**config.mk**
```make
export PLATFORM = sky130hd
export DESIGN_NAME = bus_fabric
export DESIGN_NICKNAME = d
export VERILOG_FILES = /design/src/rtl/bus_fabric_pkg.sv /design/src/rtl/bus_addr_decoder.sv /design/src/rtl/bus_fabric.sv
export SDC_FILE = /design/constraint.sdc
export NUM_CORES = 1
export LEC_CHECK = 0
export ABC_AREA = 1
export BUFFER_PORTS_ARGS = -buffer_cell sky130_fd_sc_hd__buf_2
export CAP_MARGIN = 10
export CELL_PAD_IN_SITES_DETAIL_PLACEMENT = 2
export CELL_PAD_IN_SITES_GLOBAL_PLACEMENT = 2
export CORE_MARGIN = 1.5
export CORE_UTILIZATION = 24
export CTS_CLUSTER_SIZE = 12
export DETAILED_ROUTE_END_ITERATION = 7
export GPL_TIMING_DRIVEN = 1
export HOLD_SLACK_MARGIN = 0.06
export MAX_ROUTING_LAYER = met4
export PLACE_DENSITY = 0.93
export REMOVE_ABC_BUFFERS = 1
export SETUP_SLACK_MARGIN = 0.3
export SLEW_MARGIN = 20
export SYNTH_ARGS = -nofsm -noshare
export SYNTH_HDL_FRONTEND = slang
export SYNTH_SLANG_ARGS = --single-unit
```
**constraint.sdc**
```tcl
create_clock -name clk -period 1.75 [get_ports clk]
set_input_delay 0.35 -clock clk [delete_from_list [all_inputs] [get_ports clk]]
set_output_delay 0.35 -clock clk [all_outputs]
set_load 0.05 [all_outputs]
```
**src/rtl/bus_fabric_pkg.sv**
```systemverilog
// bus_fabric_pkg: shared state type, default address map and helpers for the bus fabric
package bus_fabric_pkg;
    typedef enum logic [1:0] {IDLE, RD_WAIT, WR_WAIT} state_t;
    localparam logic [31:0] ERR_DATA_DEF = 32'hDEADBEEF;
    localparam logic [15:0] BASE_RAM   = 16'h0000;
    localparam logic [15:0] BASE_UART  = 16'h0040;
    localparam logic [15:0] BASE_GPIO  = 16'h0041;
    localparam logic [15:0] BASE_MULT  = 16'h0042;
    localparam logic [15:0] BASE_DIV   = 16'h0043;
    localparam logic [15:0] BASE_BCD   = 16'h0044;
    localparam logic [15:0] BASE_DPRAM = 16'h0045;
    localparam logic [15:0] BASE_SPARE = 16'h0046;
    localparam logic [127:0] SLAVE_BASE_DEF = {BASE_SPARE, BASE_DPRAM, BASE_BCD, BASE_DIV,
                                               BASE_MULT, BASE_GPIO, BASE_UART, BASE_RAM};
    function automatic int clog2(input int n);
        int r;
        r = 1;
        while ((1 << r) < n) r++;
        return r;
    endfunction
endpackage

```
**src/rtl/bus_addr_decoder.sv**
```systemverilog
// bus_addr_decoder: priority match of the upper address half against the slave window table
module bus_addr_decoder
    import bus_fabric_pkg::*;
#(
    parameter int               N        = 8,
    parameter logic [16*N-1:0]  BASE     = '0,
    parameter bit               DEFAULT0 = 1'b1,
    localparam int              IW       = clog2(N)
) (
    input  logic [15:0]   addr_hi,
    output logic [N-1:0]  sel,
    output logic [IW-1:0] idx,
    output logic          unmapped
);
    always_comb begin
        idx      = '0;
        unmapped = !DEFAULT0;
        // descending scan so the lowest matching index is the one left standing
        for (int j = N - 1; j >= 0; j--) begin
            if (addr_hi == BASE[16*j +: 16]) begin
                idx      = IW'(j);
                unmapped = 1'b0;
            end
        end
        sel = unmapped ? '0 : N'(1) << idx;
    end
endmodule

```
**src/rtl/bus_fabric.sv**
```systemverilog
// bus_fabric: FemtoRV32 bus to N slaves with wait states, access timeout and error capture
module bus_fabric
    import bus_fabric_pkg::*;
#(
    parameter int                        N_SLAVES            = 8,
    parameter logic [16*N_SLAVES-1:0]    SLAVE_BASE          = SLAVE_BASE_DEF,
    parameter logic [N_SLAVES-1:0]       SYNC_MASK           = N_SLAVES'(1),
    parameter bit                        UNMAPPED_TO_DEFAULT = 1'b1,
    parameter int                        TIMEOUT             = 16,
    parameter logic [31:0]               ERR_DATA            = ERR_DATA_DEF
) (
    input  logic                      clk,
    input  logic                      resetn,
    input  logic [31:0]               cpu_addr,
    input  logic [31:0]               cpu_wdata,
    input  logic [3:0]                cpu_wmask,
    input  logic                      cpu_rstrb,
    output logic [31:0]               cpu_rdata,
    output logic                      cpu_rbusy,
    output logic                      cpu_wbusy,
    output logic [N_SLAVES-1:0]       s_sel,
    output logic [N_SLAVES-1:0]       s_rstrb,
    output logic [4*N_SLAVES-1:0]     s_wmask,
    output logic [31:0]               s_wdata,
    input  logic [32*N_SLAVES-1:0]    s_rdata,
    input  logic [N_SLAVES-1:0]       s_ready,
    input  logic                      err_clr,
    output logic                      bus_err,
    output logic [31:0]               err_addr,
    output logic [7:0]                err_count
);
    localparam int IW = clog2(N_SLAVES);
    localparam int CW = clog2(TIMEOUT);

    state_t          state;
    logic [IW-1:0]   idx, rd_sel, wait_sel;
    logic            unmapped, use_q;
    logic [31:0]     rdata_q, acc_addr, err_at, sync_data, wait_data;
    logic [CW-1:0]   cnt;
    logic            idle, wr, rd, waited, ready, tmo, err_ev;

    bus_addr_decoder #(.N(N_SLAVES), .BASE(SLAVE_BASE), .DEFAULT0(UNMAPPED_TO_DEFAULT)) u_dec (
        .addr_hi (cpu_addr[31:16]),
        .sel     (s_sel),
        .idx     (idx),
        .unmapped(unmapped)
    );

    always_comb begin
        idle      = state == IDLE;
        wr        = |cpu_wmask;
        rd        = cpu_rstrb & !wr;
        waited    = !unmapped & !SYNC_MASK[idx];
        ready     = s_ready[wait_sel];
        tmo       = !ready & (cnt == CW'(TIMEOUT - 1));
        err_ev    = idle ? unmapped & (rd | wr) : tmo;
        err_at    = idle ? cpu_addr : acc_addr;
        sync_data = s_rdata[32*rd_sel +: 32];
        wait_data = s_rdata[32*wait_sel +: 32];
        cpu_rbusy = (state == RD_WAIT) | (idle & rd & waited);
        cpu_wbusy = (state == WR_WAIT) | (idle & wr & waited);
        cpu_rdata = use_q ? rdata_q : sync_data;
        s_rstrb   = s_sel & {N_SLAVES{idle & rd}};
        s_wdata   = cpu_wdata;
    end

    for (genvar i = 0; i < N_SLAVES; i++) begin : g_wm
        assign s_wmask[4*i +: 4] = cpu_wmask & {4{s_sel[i] & idle}};
    end

    always_ff @(posedge clk or negedge resetn) begin
        if (!resetn) begin
            state     <= IDLE;
            rd_sel    <= '0;
            wait_sel  <= '0;
            use_q     <= 1'b1;
            rdata_q   <= '0;
            acc_addr  <= '0;
            cnt       <= '0;
            bus_err   <= 1'b0;
            err_addr  <= '0;
            err_count <= '0;
        end else begin
            if (idle) begin
                if (rd) begin
                    rd_sel <= idx;
                    use_q  <= unmapped | waited;
                    if (unmapped) rdata_q <= ERR_DATA;
                    if (waited) state <= RD_WAIT;
                end
                if (wr & waited) state <= WR_WAIT;
                if ((rd | wr) & waited) begin
                    wait_sel <= idx;
                    acc_addr <= cpu_addr;
                    cnt      <= '0;
                end
            end else if (ready | tmo) begin
                state <= IDLE;
                if (state == RD_WAIT) rdata_q <= ready ? wait_data : ERR_DATA;
            end else begin
                cnt <= cnt + 1'b1;
            end
            // a clear in the same cycle as a new error discards that error
            if (err_clr) begin
                bus_err   <= 1'b0;
                err_count <= '0;
            end else if (err_ev) begin
                bus_err <= 1'b1;
                if (!bus_err) err_addr <= err_at;
                if (err_count != 8'hFF) err_count <= err_count + 8'd1;
            end
        end
    end
endmodule

```
==> impl_results.md, run 1 <==
- CTS tree: built
- Longest Clk Path Bufs: 2
- Vias per cell: 5.45
- Cells after synthesis: 1,797
- Slew Viols, Final: 0
- CP max stage delay: 0.32 ns
- Outcome: complete, but fails checks
- CTS clk-pin slew, worst paths: 0.06 ns
- Area share of fa/ha/maj cells after synthesis: 0.227%
- Largest family of logic cells by synthesized area: compound AO/OA/AOI/OAI gates
- CP top delay family: simple AND/OR/NAND/NOR gates
- Flop2flop setup slack: -0.39 ns
- Area fraction in and, or, nand and nor cells after synthesis: 25.0%
- Synth Area in XOR/XNOR: 0.318%
- WP data arrival: 2.32 ns
- RR Startpoint: state[1]$_DFFE_PN0P_
- Drt total wl: 81.1 mm
- CP max stage cell: nand4_1
- Clock sinks: 118
- Setup WS post-layout: -0.920 ns
- Post-layout util: 40.9%
- FF-to-FF path depth: 9
- DP Area: 14,400 um^2
- Clk_lat worst skew: 0.44 ns
- Multi-input gate area: 7670 um^2
- Part of the power in combinational logic: 32.6%
- Hold Path Origin: err_clr
- Post-synthesis register bit count: 118
- PwrDens: 540 nW/um^2
- Setup Skew: 0.0127 ns
- Failing checks: setup timing
- Highest Clock Rate: 375 MHz
- CP Buf/Inv Count: 5
- Global route overflow: 0
- Starting DRT DRC Count: 1,142
- Synth area leader: dfrtp_1
- Internal power: 6.38 mW
- Hold Crit Class: input port to flop
- Vias: 15,900
- Top-area cell type share of the netlist area: 26.6%
- Die height: 217 um
- Tmin final: 2.67 ns
- RSZ-0062 raised after global routing: true
- Worst slew pin tran: 0.534 ns
- Total GRT Usage: 29.7%
- Largest net degree at the start of global routing: 77
- Hold path depth: 2
- Crit Path Category: input port to primary output
- Sw Share: 36.4%
- EDFF count, synth: 0
- R2R Path End: err_addr[23]$_DFFE_PN0P_
- Most frequent cell after synthesis: nand2_1
- Initial antenna violation count: 15
- Ratio of final minimum period to clock period: 153%
- DP Wirelength: 45.4 mm
- CP Max Fanout: 5
- Number of max-cap violations: 0
- Port Buf Inserts: 426
- Clk root buf: clkbuf_16
- Net Switching: 3.65 mW
- Seq/Total Area, Yosys: 26.8%
- Syn. warnings: 0
- Post-route ant nets: 0
- Syn avg cell area: 6.13 um^2
- Clock share of power: 39.7%
- Ratio of cells with drive above 1 in the final layout: 42.5%
- Multiplexer share of the synthesized area: 0%
- Critical-path cell list: buf_8 -> or2_4 -> nor2_4 -> nand4_1 -> nand2_4 -> buf_4 -> buf_6 -> nand3_4 -> inv_6 -> nand2_8 -> nor2_4 -> buf_8
- CP Launch Type: input port
- H-tree Lvls: 4
- Nets: 2,620
- Final setup fails: 196
- Gpl congestion: 0.898
- Die width: 217 um
- I/O Pins: 491
- Leakage power: 8.80 nW
- Vias in the first global route: 16,900
- Area growth syn-to-layout: 68.4%
- Req. time, crit path: 1.40 ns
- Worst setup EP type: primary output
- Rel. slew slack: 64.4%
- Die footprint: 47,200 um^2
- Reg power frac: 27.7%
- Maximum vdd ir drop: 660 uV
- Final Cell Area: 18,600 um^2
- DRT Pass-1 Iters: 5
- Final Hold Vio Count: 0
- Post-Syn Area: 11,000 um^2
- CTS Buf Count: 17
- Compound-Gate Fraction of Synth Area: 32.0%
- FFs w/ async S/R, synth: 100%
- Yosys cell types: 38
- Synth top area cells: dfrtp_1 (27%), o21ai_0 (14%), nand2_1 (11%), a21oi_1 (10%), inv_1 (7.2%)
- Filler instances: 5,206
- Residual DRC: 0
- First-pass GRT wire length: 104 mm
- WHS: 0.192 ns
- WHS Endpoint: bus_err$_DFFE_PN0P_
- Most instantiated cells after synthesis: nand2_1 (318), o21ai_0 (306), a21oi_1 (221)
- Num rows: 78
- Sequential cell area: 2970 um^2
- WL/cell: 27.9 um
- Primary FF master, synth: dfrtp_1
- Starting Density: 24.3%
- CORE AREA: 45,400 um^2
## sequential cells by signal, summed over array words and instances (netlist names)
register   cells
wait_sel       3
state          2
use_q          1
err_addr      32
rd_sel         3
rdata_q       32
cnt            4
err_count      8
bus_err        1
acc_addr      32
## stage by stage
step | setup TNS, ns | power [mW] | setup WS [ns] | std cells
2_1_floorplan | -603.52 | 4.08 | -4.20 | 1630
3_3_place_gp | -46.65 | 5.42 | -0.504 | 2781
3_5_place_dp | -65.88 | 5.51 | -0.725 | 2781
4_1_cts | -50.40 | 9.88 | -0.755 | 2847
5_1_grt | -96.55 | 10.4 | -0.908 | 2910
6_report | -91.10 | 10.0 | -0.920 | 2911
## metal layers
metal | track usage, % | routed length [um] | vias up
met5 | - | 0 | -
met2 | 52.0 | 40400 | 723
met1 | 33.0 | 31000 | 8005
met3 | 6.28 | 5030 | 251
li1 | - | - | 6881
met4 | 11.3 | 4680 | 0
## placed cells by master (no fill, tap or decap), types with 17 or more instances in the layout
| cell | count |
|---|---|
| a21oi_1 | 174 |
| a21oi_2 | 40 |
| buf_12 | 49 |
| buf_2 | 334 |
| buf_4 | 91 |
| buf_6 | 98 |
| buf_8 | 38 |
| clkbuf_16 | 29 |
| dfrtp_1 | 111 |
| inv_1 | 191 |
| nand2_1 | 269 |
| nand2_2 | 38 |
| nand2_4 | 37 |
| nand3_1 | 29 |
| nand3b_1 | 17 |
| nand4_1 | 28 |
| nor2_1 | 125 |
| nor2_4 | 53 |
| o21a_1 | 24 |
| o21ai_0 | 199 |
| o21ai_1 | 112 |
| o21ai_2 | 57 |
## final cells by class
| cell class | instances | share of cell area (%) |
|---|---|---|
| sequential | 118 | 16.0 |
| antenna | 16 | 0.216 |
| timing repair buffer | 633 | 30.1 |
| inverter | 221 | 4.91 |
| clock buffer | 18 | 2.31 |
| clock inverter | 14 | 1.07 |
| tap | 600 | 4.05 |
| multi-input combinational | 1291 | 41.4 |
## power groups by stage
stage	clock, mW	combinational [mW]	sequential [mW]
after floorplan	0	1.19	2.89
after global placement	0	2.59	2.82
after detailed placement	0	2.68	2.83
after CTS	4.06	3.04	2.78
after global routing	4.15	3.42	2.78
final	3.98	3.27	2.78
## how the worst max path moves through the flow
stage	cells after the start	from	slack [ns]	end
after floorplan	7	wait_sel[0]$_DFFE_PN0P_	-4.20	err_addr[20]$_DFFE_PN0P_
after global routing	12	cpu_addr[21]	-0.91	s_wmask[14]
after global placement	11	cpu_addr[25]	-0.50	s_wmask[27]
final	12	cpu_addr[21]	-0.92	s_wmask[14]
after detailed placement	12	cpu_addr[25]	-0.73	s_wmask[23]
after CTS	9	rd_sel[0]$_DFFE_PN0P_	-0.75	cpu_rdata[22]
## kinds of logic (layout without fill, tap and decap cells)
kind of cell             count (synthesis)  after routing
AND/OR/NAND/NOR                        633            633
flip-flops                             118            118
buffers and inverters                  388            886
adder cells (fa/ha/maj)                  2              2
other                                    0             16
XOR/XNOR                                 4              4
AO/OA/AOI/OAI                          652            652
## what timing repair did
item	CTS	global route
hold buffers	1	0
hold endpoints to repair	31	0
buffers inserted	27	33
cloned	6	15
setup endpoints to repair	238	241
resized for setup	464	301
pin swaps	77	83
Note: power is estimated with default switching activity, not from simulation.
==> run 2: changes to the inputs <==
Settings changed: ABC_AREA 1 to default, CORE_UTILIZATION 24 to 25, PLACE_DENSITY 0.93 to 0.89.
Clock period 1.75 ns to 2.4 ns, I/O delays scaled along.
==> run 2 against run 1 <==
The run still ends with setup timing left. Largest power group unchanged. Non-clock buffer count shrank 46. Flip-flop and latch count unchanged. Sequential power down 24%. Die area decreased by 17%. Critical path depth decreased by 6. Total power shrank 35%. Worst hold slack improved by 0.084 ns. Final area is 11% lower. Critical endpoint is now cpu_rdata[19]. Via count fell by 36%.
==> impl_results.md, run 2 <==
- Syn. warnings: 0 (unchanged)
- Yosys cell types: 48 (+26%)
- Nets: 1,635 (-38%)
- CTS clk-pin slew, worst paths: 0.06 ns (about the same)
- Gpl congestion: 0.836 (-6.9%)
- Most instantiated cells after synthesis: mux4_2 (130), dfrtp_1 (117), mux2i_1 (70)
- DP Wirelength: 36.3 mm (-20%)
- Outcome: complete, but fails checks
- Die footprint: 39,400 um^2 (-17%)
- Tmin final: 2.93 ns
- Hold Crit Class: input port to flop
- Area growth syn-to-layout: 72.9%
- CP Launch Type: flop
- Number of max-cap violations: 0 (unchanged)
- Final Non-Filler Cells: 1,836 (-37%)
- H-tree Lvls: 4 (unchanged)
- Drt total wl: 58.0 mm (-28%)
- CTS tree: built
- Clk root buf: clkbuf_16
- Post-synthesis register bit count: 118 (unchanged)
- Synth area leader: dfrtp_1
- Crit Path Category: flop to primary output
- Vias in the first global route: 11,700 (-31%)
- DRT Pass-1 Iters: 4 (-1)
- Setup WS post-layout: -0.533 ns (+0.387 ns)
- Primary FF master, synth: dfrtp_1
- Area share of fa/ha/maj cells after synthesis: 0.262% (+0.035 points)
- Highest Clock Rate: 341 MHz
- Clock share of power: 39.5% (-0.2 points)
- Ratio of final minimum period to clock period: 122%
- Final setup fails: 103 (-47%)
- Clock sinks: 118 (unchanged)
- EDFF count, synth: 0 (unchanged)
- Most frequent cell after synthesis: mux4_2
- Failing checks: setup timing
- Sw Share: 33.1% (-3.3 points)
- Overall power: 6.50 mW (-35%)
- Post-route ant nets: 0 (unchanged)
- Worst slew pin tran: 0.840 ns (+0.306 ns)
- Maximum vdd ir drop: 559 uV (-15%)
- Vias per cell: 5.56 (+2.1%)
- Setup Skew: 0.0114 ns (-0.00133 ns)
- Starting Density: 25.4% (+1.1 points)
- Post-Place Cells: 1,714 (-38%)
- Seq/Total Area, Yosys: 30.9% (+4.1 points)
- Part of the power in combinational logic: 27.9% (-4.7 points)
- Setup TNS: -15.21 ns (+75.89 ns)
- Die width: 199 um (-8.6%)
- FF-to-FF path depth: 10 (+1)
- CTS Buf Count: 17 (unchanged)
- Vias: 10,200 (-36%)
- Compound-Gate Fraction of Synth Area: 10.5% (-22 points)
- Synth top area cells: dfrtp_1 (31%), mux4_2 (31%), mux2i_1 (7.3%), o21ba_2 (3.2%), mux2_2 (2.6%)
- Starting DRT DRC Count: 346 (-70%)
- Hold Path Origin: cpu_addr[11]
- I/O Pins: 491 (unchanged)
- Initial antenna violation count: 12 (-3)
- Filler instances: 3,817 (-27%)
- Most frequent cells in the layout: buf_2 (339), mux4_2 (130), dfrtp_1 (110)
- FFs w/ async S/R, synth: 100% (unchanged)
- First-pass GRT wire length: 76.4 mm (-26%)
- WHS: 0.276 ns (+0.0838 ns)
- Internal power: 4.35 mW (-32%)
- RR Startpoint: wait_sel[1]$_DFFE_PN0P_
- Biggest regs: acc_addr (32), err_addr (32), rdata_q (32)
- Req. time, crit path: 1.92 ns (+0.52 ns)
- Synth Area in XOR/XNOR: 0.0916% (-0.23 points)
- Commonest non-fill, non-tap cell in the layout: buf_2
- Worst setup EP type: primary output
- WHS Endpoint: acc_addr[11]$_DFFE_PN0P_
- Met2 WL: 31.3 mm (-22%)
- Global route overflow: 0 (unchanged)
- Total GRT Usage: 27.3% (-2.4 points)
- CP Max Fanout: 8 (+3)
- Die height: 199 um (-8.6%)
- DRT met1 WL: 19.6 mm (-37%)
- Rel. slew slack: 44.0% (-20 points)
- CORE AREA: 37,700 um^2 (-17%)
- WP data arrival: 2.45 ns (+0.13 ns)
- Longest Clk Path Bufs: 2 (unchanged)
- Cells after synthesis: 803 (-55%)
- Ratio of cells with drive above 1 in the final layout: 73.9% (+31 points)
- Hold path depth: 2 (unchanged)
- Largest net degree at the start of global routing: 44 (-43%)
- Slew Viols, Final: 0 (unchanged)
- Clk_lat worst skew: 0.44 ns (about the same)
- Metal3 WL: 3.93 mm (-22%)
- Reg power frac: 32.6% (+4.9 points)
- Largest family of logic cells by synthesized area: multiplexers
- Net Switching: 2.15 mW (-41%)
- Leakage power: 6.61 nW (-25%)
- Port Buf Inserts: 426 (unchanged)
- Syn avg cell area: 11.9 um^2 (+94%)
- Final Hold Vio Count: 0 (unchanged)
- Residual DRC: 0 (unchanged)
- Num rows: 71 (-9.0%)
- R2R Path End: err_addr[20]$_DFFE_PN0P_
- Post-Syn Area: 9560 um^2 (-13%)
- Flop2flop setup slack: -0.13 ns (+0.26 ns)
- Multiplexer share of the synthesized area: 40.9% (+41 points)
- RSZ-0062 raised after global routing: true
- PwrDens: 394 nW/um^2 (-27%)
- Top sig layer: met4
- Top-area cell type share of the netlist area: 30.6% (+4.1 points)
- Area fraction in and, or, nand and nor cells after synthesis: 11.2% (-14 points)
- WL/cell: 31.6 um (+13%)
- Post-Place Worst Slack: -0.244 ns (+0.481 ns)
run 2: cell types whose count changed in the layout (fill, tap and decap cells not counted), moves of 63 or more:
cell,before,now
mux2i_1,0,63
a21oi_1,174,1
o21ai_0,199,7
mux4_2,0,130
o21ai_1,112,29
nand2_1,269,42
nor2_1,125,8
inv_1,191,4
run 2: critical path, stage by stage, from the launching register on:
cell	delay, ns
dfrtp_4	0.56
buf_12	0.21
buf_6	0.14
mux4_2	0.54
mux2i_2	0.22
o21ai_1	0.14
buf_6	0.20
run 2: cell families (layout without fill, tap and decap cells):
family / Yosys count / in the layout
xor gates and xnor gates: 1 / 1
AOI/OAI and AO/OA: 132 / 132
buffers and inverters: 116 / 622
and+or+nand+nor: 209 / 209
DFF: 118 / 118
muxes: 225 / 225
adders and majority gates: 2 / 2
other: 0 / 16
run 2: power by group through the flow:
stage | combinational (mW) | sequential (mW) | clock (mW)
global placement | 1.30 | 2.14 | 0
CTS | 1.68 | 2.11 | 2.60
global route | 1.89 | 2.13 | 2.69
floorplan | 0.596 | 2.27 | 0
finish | 1.81 | 2.12 | 2.57
detailed placement | 1.38 | 2.14 | 0
run 2: routing by layer:
layer / track usage [%] / vias up
li1: - / 4177
met1: 27.3 / 5314
met2: 50.0 / 540
met3: 6.63 / 186
met4: 12.3 / 0
met5: - / -
run 2: metrics by stage:
| step | utilization [%] | area, um^2 |
|---|---|---|
| 6_report | 43.9 | 16500 |
| 5_1_grt | 43.8 | 16500 |
| 4_1_cts | 41.6 | 15700 |
| 3_5_place_dp | 33.5 | 12600 |
| 3_3_place_gp | 33.5 | 12600 |
| 2_1_floorplan | - | 8980 |
run 2: area by class of cell:
cell class | instances | area, um^2 | area share [%]
clock buffers | 18 | 439 | 2.66
multi-input cells | 569 | 7370 | 44.6
clock inverters | 13 | 123 | 0.742
well taps | 511 | 639 | 3.87
repair buffers | 587 | 4930 | 29.8
diodes | 16 | 40.0 | 0.242
flip-flops and latches | 118 | 2970 | 18.0
inverters | 4 | 15.0 | 0.0909
run 2: worst max path at each step:
| stage | start | to |
|---|---|---|
| floorplan | wait_sel[0]$_DFFE_PN0P_ | err_addr[0]$_DFFE_PN0P_ |
| global route | rd_sel[0]$_DFFE_PN0P_ | cpu_rdata[19] |
| detailed placement | cpu_addr[27] | s_wmask[21] |
| global placement | cpu_addr[27] | s_wmask[21] |
| CTS | rd_sel[0]$_DFFE_PN0P_ | cpu_rdata[19] |
| finish | rd_sel[0]$_DFFE_PN0P_ | cpu_rdata[19] |
run 2: what timing repair did:
action | 4_1_cts | 5_1_grt
buffers inserted | 39 | 17
hold buffers | 1 | 0
resized for setup | 452 | 138
pin swaps | 52 | 25
setup endpoints to repair | 138 | 160
endpoints found under the hold margin | 24 | 0
cloned | 14 | 4
